File: config.mk
export PLATFORM = sky130hd
export DESIGN_NAME = m2m_transfer_ctrl
export DESIGN_NICKNAME = d
export VERILOG_FILES = /design/src/rtl/m2m_pkg.sv /design/src/rtl/m2m_transfer_ctrl_adder.sv /design/src/rtl/m2m_transfer_ctrl.sv
export SDC_FILE = /design/constraint.sdc
export NUM_CORES = 1
export LEC_CHECK = 0
export ABC_AREA = 1
export BUFFER_PORTS_ARGS = -buffer_cell sky130_fd_sc_hd__buf_2
export CORE_ASPECT_RATIO = 0.9
export CORE_MARGIN = 5
export CORE_UTILIZATION = 56
export CTS_CLUSTER_DIAMETER = 40
export DETAILED_ROUTE_END_ITERATION = 6
export PLACE_DENSITY = 0.83
export REMOVE_ABC_BUFFERS = 1
export SLEW_MARGIN = 40
export SYNTH_ARGS = -nofsm -noshare
export SYNTH_HDL_FRONTEND = slang
export SYNTH_HIERARCHICAL = 1
export SYNTH_SLANG_ARGS = --single-unit
File: constraint.sdc
create_clock -name clk -period 11.7 [get_ports clk]
set_input_delay 2.34 -clock clk [delete_from_list [all_inputs] [get_ports clk]]
set_output_delay 2.34 -clock clk [all_outputs]
set_load 0.005 [all_outputs]
File: src/rtl/m2m_pkg.sv
// Shared types and constants for the memory-to-memory copy sequencer.
// Encodes the transfer FSM and the fixed pointer increment.
package m2m_pkg;

   typedef enum logic [2:0] {
      IDLE    = 3'd0,
      RD_REQ  = 3'd1,
      WR_REQ  = 3'd2,
      INC_SRC = 3'd3,
      INC_DST = 3'd4,
      DONE    = 3'd5
   } state_t;

   localparam int unsigned ADDR_INC = 1;

endpackage

File: src/rtl/m2m_transfer_ctrl_adder.sv
// NBitFullAdder: N-bit adder with carry in/out, shared by the copy sequencer.
// A zero PATH_DELAY selects a flat adder; otherwise an explicit ripple chain.
module NBitFullAdder #(
   parameter int BITWIDTH   = 8,
   parameter int PATH_DELAY = 3
) (
   input  logic [BITWIDTH-1:0] i_a,
   input  logic [BITWIDTH-1:0] i_b,
   input  logic                i_cin,
   output logic [BITWIDTH-1:0] o_sum,
   output logic                o_cout
);

   generate
      if (PATH_DELAY > 0) begin : g_ripple
         logic [BITWIDTH:0] w_c;

         assign w_c[0] = i_cin;

         for (genvar i = 0; i < BITWIDTH; i++) begin : g_bit
            assign o_sum[i]   = i_a[i] ^ i_b[i] ^ w_c[i];
            assign w_c[i+1]   = (i_a[i] & i_b[i])
                              | (w_c[i] & (i_a[i] ^ i_b[i]));
         end

         assign o_cout = w_c[BITWIDTH];
      end else begin : g_flat
         logic [BITWIDTH:0] w_full;

         assign w_full = {1'b0, i_a} + {1'b0, i_b}
                       + {{BITWIDTH{1'b0}}, i_cin};
         assign o_sum  = w_full[BITWIDTH-1:0];
         assign o_cout = w_full[BITWIDTH];
      end
   endgenerate

endmodule

File: src/rtl/m2m_transfer_ctrl.sv
// Memory-to-memory block copy sequencer: alternating read/write requests
// on one memory port, with a single shared adder stepping both pointers.
module m2m_transfer_ctrl
   import m2m_pkg::*;
#(
   parameter int ADDR_WIDTH = 8,
   parameter int DATA_WIDTH = 8,
   parameter int LEN_WIDTH  = 9,
   parameter int PATH_DELAY = 3
) (
   input  logic                  clk,
   input  logic                  reset,
   input  logic                  start,
   input  logic [ADDR_WIDTH-1:0] src_base,
   input  logic [ADDR_WIDTH-1:0] dst_base,
   input  logic [LEN_WIDTH-1:0]  length,
   output logic                  busy,
   output logic                  done,
   output logic                  mem_req,
   output logic                  mem_we,
   output logic [ADDR_WIDTH-1:0] mem_addr,
   output logic [DATA_WIDTH-1:0] mem_wdata,
   input  logic [DATA_WIDTH-1:0] mem_rdata,
   input  logic                  mem_ack
);

   state_t                r_state;
   state_t                w_next;
   logic [ADDR_WIDTH-1:0] r_src_ptr;
   logic [ADDR_WIDTH-1:0] r_dst_ptr;
   logic [LEN_WIDTH-1:0]  r_remaining;
   logic [DATA_WIDTH-1:0] r_data;
   logic [ADDR_WIDTH-1:0] w_add_a;
   logic [ADDR_WIDTH-1:0] w_add_b;
   logic [ADDR_WIDTH-1:0] w_sum;
   logic                  w_unused_cout;

   // Carry out is dropped so pointers wrap modulo 2^ADDR_WIDTH.
   assign w_add_a = (r_state == INC_SRC) ? r_src_ptr : r_dst_ptr;
   assign w_add_b = ADDR_WIDTH'(ADDR_INC);

   NBitFullAdder #(
      .BITWIDTH   (ADDR_WIDTH),
      .PATH_DELAY (PATH_DELAY)
   ) u_adder (
      .i_a    (w_add_a),
      .i_b    (w_add_b),
      .i_cin  (1'b0),
      .o_sum  (w_sum),
      .o_cout (w_unused_cout)
   );

   always_ff @(posedge clk or posedge reset) begin
      if (reset) begin
         r_state <= IDLE;
      end else begin
         r_state <= w_next;
      end
   end

   always_comb begin
      w_next = r_state;
      unique case (r_state)
         IDLE: begin
            if (start) begin
               w_next = (length == '0) ? DONE : RD_REQ;
            end
         end
         RD_REQ: begin
            if (mem_ack) w_next = WR_REQ;
         end
         WR_REQ: begin
            if (mem_ack) w_next = INC_SRC;
         end
         INC_SRC: w_next = INC_DST;
         INC_DST: begin
            w_next = (r_remaining == LEN_WIDTH'(1)) ? DONE : RD_REQ;
         end
         DONE:    w_next = IDLE;
         default: w_next = IDLE;
      endcase
   end

   always_ff @(posedge clk or posedge reset) begin
      if (reset) begin
         r_src_ptr   <= '0;
         r_dst_ptr   <= '0;
         r_remaining <= '0;
         r_data      <= '0;
      end else begin
         unique case (r_state)
            IDLE: begin
               if (start && (length != '0)) begin
                  r_src_ptr   <= src_base;
                  r_dst_ptr   <= dst_base;
                  r_remaining <= length;
               end
            end
            RD_REQ: begin
               if (mem_ack) r_data <= mem_rdata;
            end
            INC_SRC: r_src_ptr <= w_sum;
            INC_DST: begin
               r_dst_ptr   <= w_sum;
               r_remaining <= r_remaining - LEN_WIDTH'(1);
            end
            default: ;
         endcase
      end
   end

   always_comb begin
      busy      = (r_state != IDLE);
      done      = (r_state == DONE);
      mem_req   = (r_state == RD_REQ) || (r_state == WR_REQ);
      mem_we    = (r_state == WR_REQ);
      mem_addr  = '0;
      mem_wdata = '0;
      if (r_state == RD_REQ) begin
         mem_addr = r_src_ptr;
      end else if (r_state == WR_REQ) begin
         mem_addr  = r_dst_ptr;
         mem_wdata = r_data;
      end
   end

endmodule

==> metrics.txt <==
# TYPE chip_impl_metric gauge
chip_impl_metric{name="synth_area_per_inst",unit="µm²"} 7.26
chip_impl_metric{name="global_route.overflow_total",unit=""} 0
chip_impl_metric{name="drt_wl_total",unit="µm"} 5830
chip_impl_metric{name="critical_path_required",unit="ps"} 11910
chip_impl_metric{name="tightest_slew",unit="ps"} 614
chip_impl_metric{name="grtUsageTotal",unit="%"} 21.2
chip_impl_metric{name="place.port_buffers",unit=""} 56
chip_impl_metric{name="whs",unit="ps"} 517
chip_impl_metric{name="synth_warnings",unit=""} 6
chip_impl_info{name="timing.rr.start",value="r_state[2]"} 1
chip_impl_metric{name="stdcell_area",unit="µm²"} 2840
chip_impl_metric{name="detailroute.via_count",unit=""} 2341
chip_impl_info{name="element_type_at_the_critical_path_start",value="flip-flop"} 1
chip_impl_metric{name="cts_setup_buffers",unit=""} 0
chip_impl_metric{name="power_per_cell_area",unit="nW/µm²"} 263
chip_impl_metric{name="nNetsFinal",unit=""} 442
chip_impl_metric{name="clock_skew_after_layout",unit="ps"} 7.38
chip_impl_metric{name="grt_first_pass_wirelength",unit="µm"} 9510
chip_impl_metric{name="multi_input_area",unit="µm²"} 1240
chip_impl_metric{name="min_period",unit="ps"} 4870
chip_impl_metric{name="post_cts_clock_slew_at_the_launch_and_capture_registers_of_the_worst_setup_and_hold_paths",unit="ps"} 80
chip_impl_metric{name="finalSetupViolCount",unit=""} 0
chip_impl_metric{name="die_h",unit="µm"} 72.4
chip_impl_metric{name="gpl.final_weighted_congestion",unit=""} 0.909
chip_impl_metric{name="via_count_of_the_first_global_routing_pass",unit=""} 2191
chip_impl_metric{name="proportion_of_total_power_due_to_net_switching",unit="%"} 47.6
chip_impl_metric{name="clkLatencyLatePin",unit="ps"} 290
chip_impl_info{name="worstSetupStartpoint",value="r_state[2]"} 1
chip_impl_info{name="run_status",value="finished clean"} 1
chip_impl_metric{name="layout.filler_cells",unit=""} 368
chip_impl_metric{name="cp.arrival",unit="ps"} 5080
chip_impl_metric{name="antennaDiodeCount",unit=""} 0
chip_impl_metric{name="cellInternalPower",unit="mW"} 0.391
chip_impl_metric{name="antenna_violations_before_repair",unit=""} 0
chip_impl_metric{name="clkPwrFrac",unit="%"} 14.8
chip_impl_metric{name="clockBufferDepth",unit=""} 2
chip_impl_metric{name="seq_power_share",unit="%"} 29.5
chip_impl_metric{name="post_cts.resized_instances",unit=""} 0
chip_impl_metric{name="switching_power",unit="mW"} 0.356
chip_impl_metric{name="grt_max_degree",unit=""} 37
chip_impl_metric{name="cts.htree.levels",unit=""} 2
chip_impl_info{name="timing.hold.worst.class",value="reg -> reg"} 1
chip_impl_metric{name="post_dp_cell_area",unit="µm²"} 2720
chip_impl_metric{name="cts_hold_buffers",unit=""} 0
chip_impl_metric{name="max_slew_margin",unit="%"} 59.0
chip_impl_metric{name="full_die_area",unit="µm²"} 5750
chip_impl_metric{name="max_cap_violations",unit=""} 0
chip_impl_metric{name="drt_first_pass_iters",unit=""} 4
chip_impl_info{name="setup.worst_path.end",value="r_src_ptr[7]"} 1
chip_impl_metric{name="fmax",unit="MHz"} 206
chip_impl_metric{name="route.detailed.vias_per_inst",unit=""} 5.27
chip_impl_metric{name="rr_worst_depth",unit=""} 21
chip_impl_metric{name="hold_viol_final",unit=""} 0
chip_impl_metric{name="drv_slew",unit=""} 0
chip_impl_metric{name="r2r_slack",unit="ps"} 6830
chip_impl_metric{name="num_io_pins",unit=""} 57
chip_impl_metric{name="die_width",unit="µm"} 79.4
chip_impl_metric{name="fin_util",unit="%"} 68.7
chip_impl_metric{name="coreArea",unit="µm²"} 4130
chip_impl_metric{name="cts_buffers",unit=""} 5
chip_impl_info{name="timing.rr.end",value="r_src_ptr[7]"} 1
chip_impl_metric{name="crit_path_max_fanout",unit=""} 34
chip_impl_metric{name="detail_route.iter0.violations",unit=""} 131
chip_impl_metric{name="dp_hpwl",unit="µm"} 4170
chip_impl_metric{name="footprint_of_the_flip_flops_and_latches",unit="µm²"} 901
chip_impl_info{name="root_cell_of_the_clock_tree",value="clkbuf_8"} 1
chip_impl_info{name="critical_path.endpoint_type",value="flip-flop"} 1
chip_impl_metric{name="drcViolationCount",unit=""} 0
chip_impl_metric{name="max-vdd-ir-drop",unit="µV"} 144
chip_impl_info{name="cts_tree",value="done"} 1
chip_impl_metric{name="period_share",unit="%"} 41.6
chip_impl_metric{name="totalPowerFinal",unit="mW"} 0.747
chip_impl_metric{name="cts_sinks",unit=""} 36
chip_impl_metric{name="drive_gt1_share",unit="%"} 19.9
chip_impl_metric{name="comb_power_share",unit="%"} 55.7
chip_impl_metric{name="rows",unit=""} 22
chip_impl_metric{name="initial_core_util",unit="%"} 58.7
chip_impl_metric{name="syn2layout_area_growth",unit="%"} 16.9
chip_impl_metric{name="setup_tns",unit="ps"} 0
chip_impl_metric{name="final_antenna_net_count",unit=""} 0
chip_impl_info{name="rsz0062_at_grt",value="false"} 1
chip_impl_metric{name="power.leakage",unit="nW"} 1.57
chip_impl_info{name="path_class",value="reg -> reg"} 1
chip_impl_metric{name="mapped_cells",unit=""} 334
chip_impl_metric{name="synth_area",unit="µm²"} 2420
chip_impl_metric{name="wl_per_cell",unit="µm"} 13.1
-- per-layer routing --
layer,GRT usage [%],vias up,part of all wire [%],routed length [µm]
li1,-,1168,-,-
met4,6.30,0,0.99,58
met3,5.46,6,6.1,354
met1,26.0,1094,43,2500
met5,0,-,0,0
met2,36.9,73,50,2920
-- per-stage QoR --
stage / setup WS, ps / instances
floorplan: 6650 / 330
global placement: 7000 / 436
detailed placement: 6850 / 436
CTS: 6820 / 444
global route: 6560 / 444
finish: 6830 / 444
-- final cells by class --
cell class / instances / area share, %
Sequential cell: 36 / 31.8
Tap cell: 48 / 2.12
Inverter: 60 / 7.94
Clock inverter: 3 / 1.50
Timing Repair Buffer: 58 / 10.4
Multi-Input combinational cell: 234 / 43.8
Clock buffer: 5 / 2.43
-- cells in the final DEF, fill, tap and decap left out --
cell        instances
ha_1                2
clkbuf_8            5
fa_1                8
conb_1              9
bufinv_16           1
nor2_8              1
o21ai_4             1
nand3_2             2
nand2_4             3
clkinv_2            1
nand2_1            75
nand4_1             5
nor2_4              1
o21ai_0            30
inv_1              56
o21ai_1            22
a21oi_1             8
clkinvlp_4          1
buf_2              56
nand2_2             1
dfrtp_1            36
nor3_1              3
inv_2               4
buf_4               2
o211ai_1            1
o22ai_1            10
nor2_1             34
nand3_1            18
-- worst min path at each step --
stage,from,endpoint,slack (ps),cells past startpoint
after global placement,r_data[1],r_data[1],490,2
after CTS,r_data[0],r_data[0],520,2
after floorplan,r_data[0],r_data[0],480,2
after detailed placement,r_data[2],r_data[2],510,2
final,r_data[0],r_data[0],520,2
after global routing,r_data[2],r_data[2],540,2
-- power groups by stage --
stage	logic, mW	registers [mW]	clock network [mW]
final	0.416	0.220	0.111
after global placement	0.398	0.219	0
after detailed placement	0.414	0.222	0
after global routing	0.478	0.227	0.119
after CTS	0.418	0.219	0.113
after floorplan	0.300	0.213	0
-- critical path, cell delays in order, from the launching register on --
cell     delay [ps]
dfrtp_1         400
inv_2           180
nand3_1         100
buf_4           240
nand2_1          80
o21ai_0         110
fa_1            430
inv_1            80
fa_1            160
inv_1            50
fa_1            370
fa_1            400
fa_1            470
fa_1            440
fa_1            360
inv_1            80
fa_1            410
inv_1            70
inv_1            50
o21ai_0         160
nand2_1          70
o21ai_0          70
-- sequential cells by signal, indices dropped and copies added (netlist names) --
register     cells
r_remaining      9
r_state          3
r_dst_ptr        8
r_data           8
r_src_ptr        8
(Power assumes the default switching activity.)
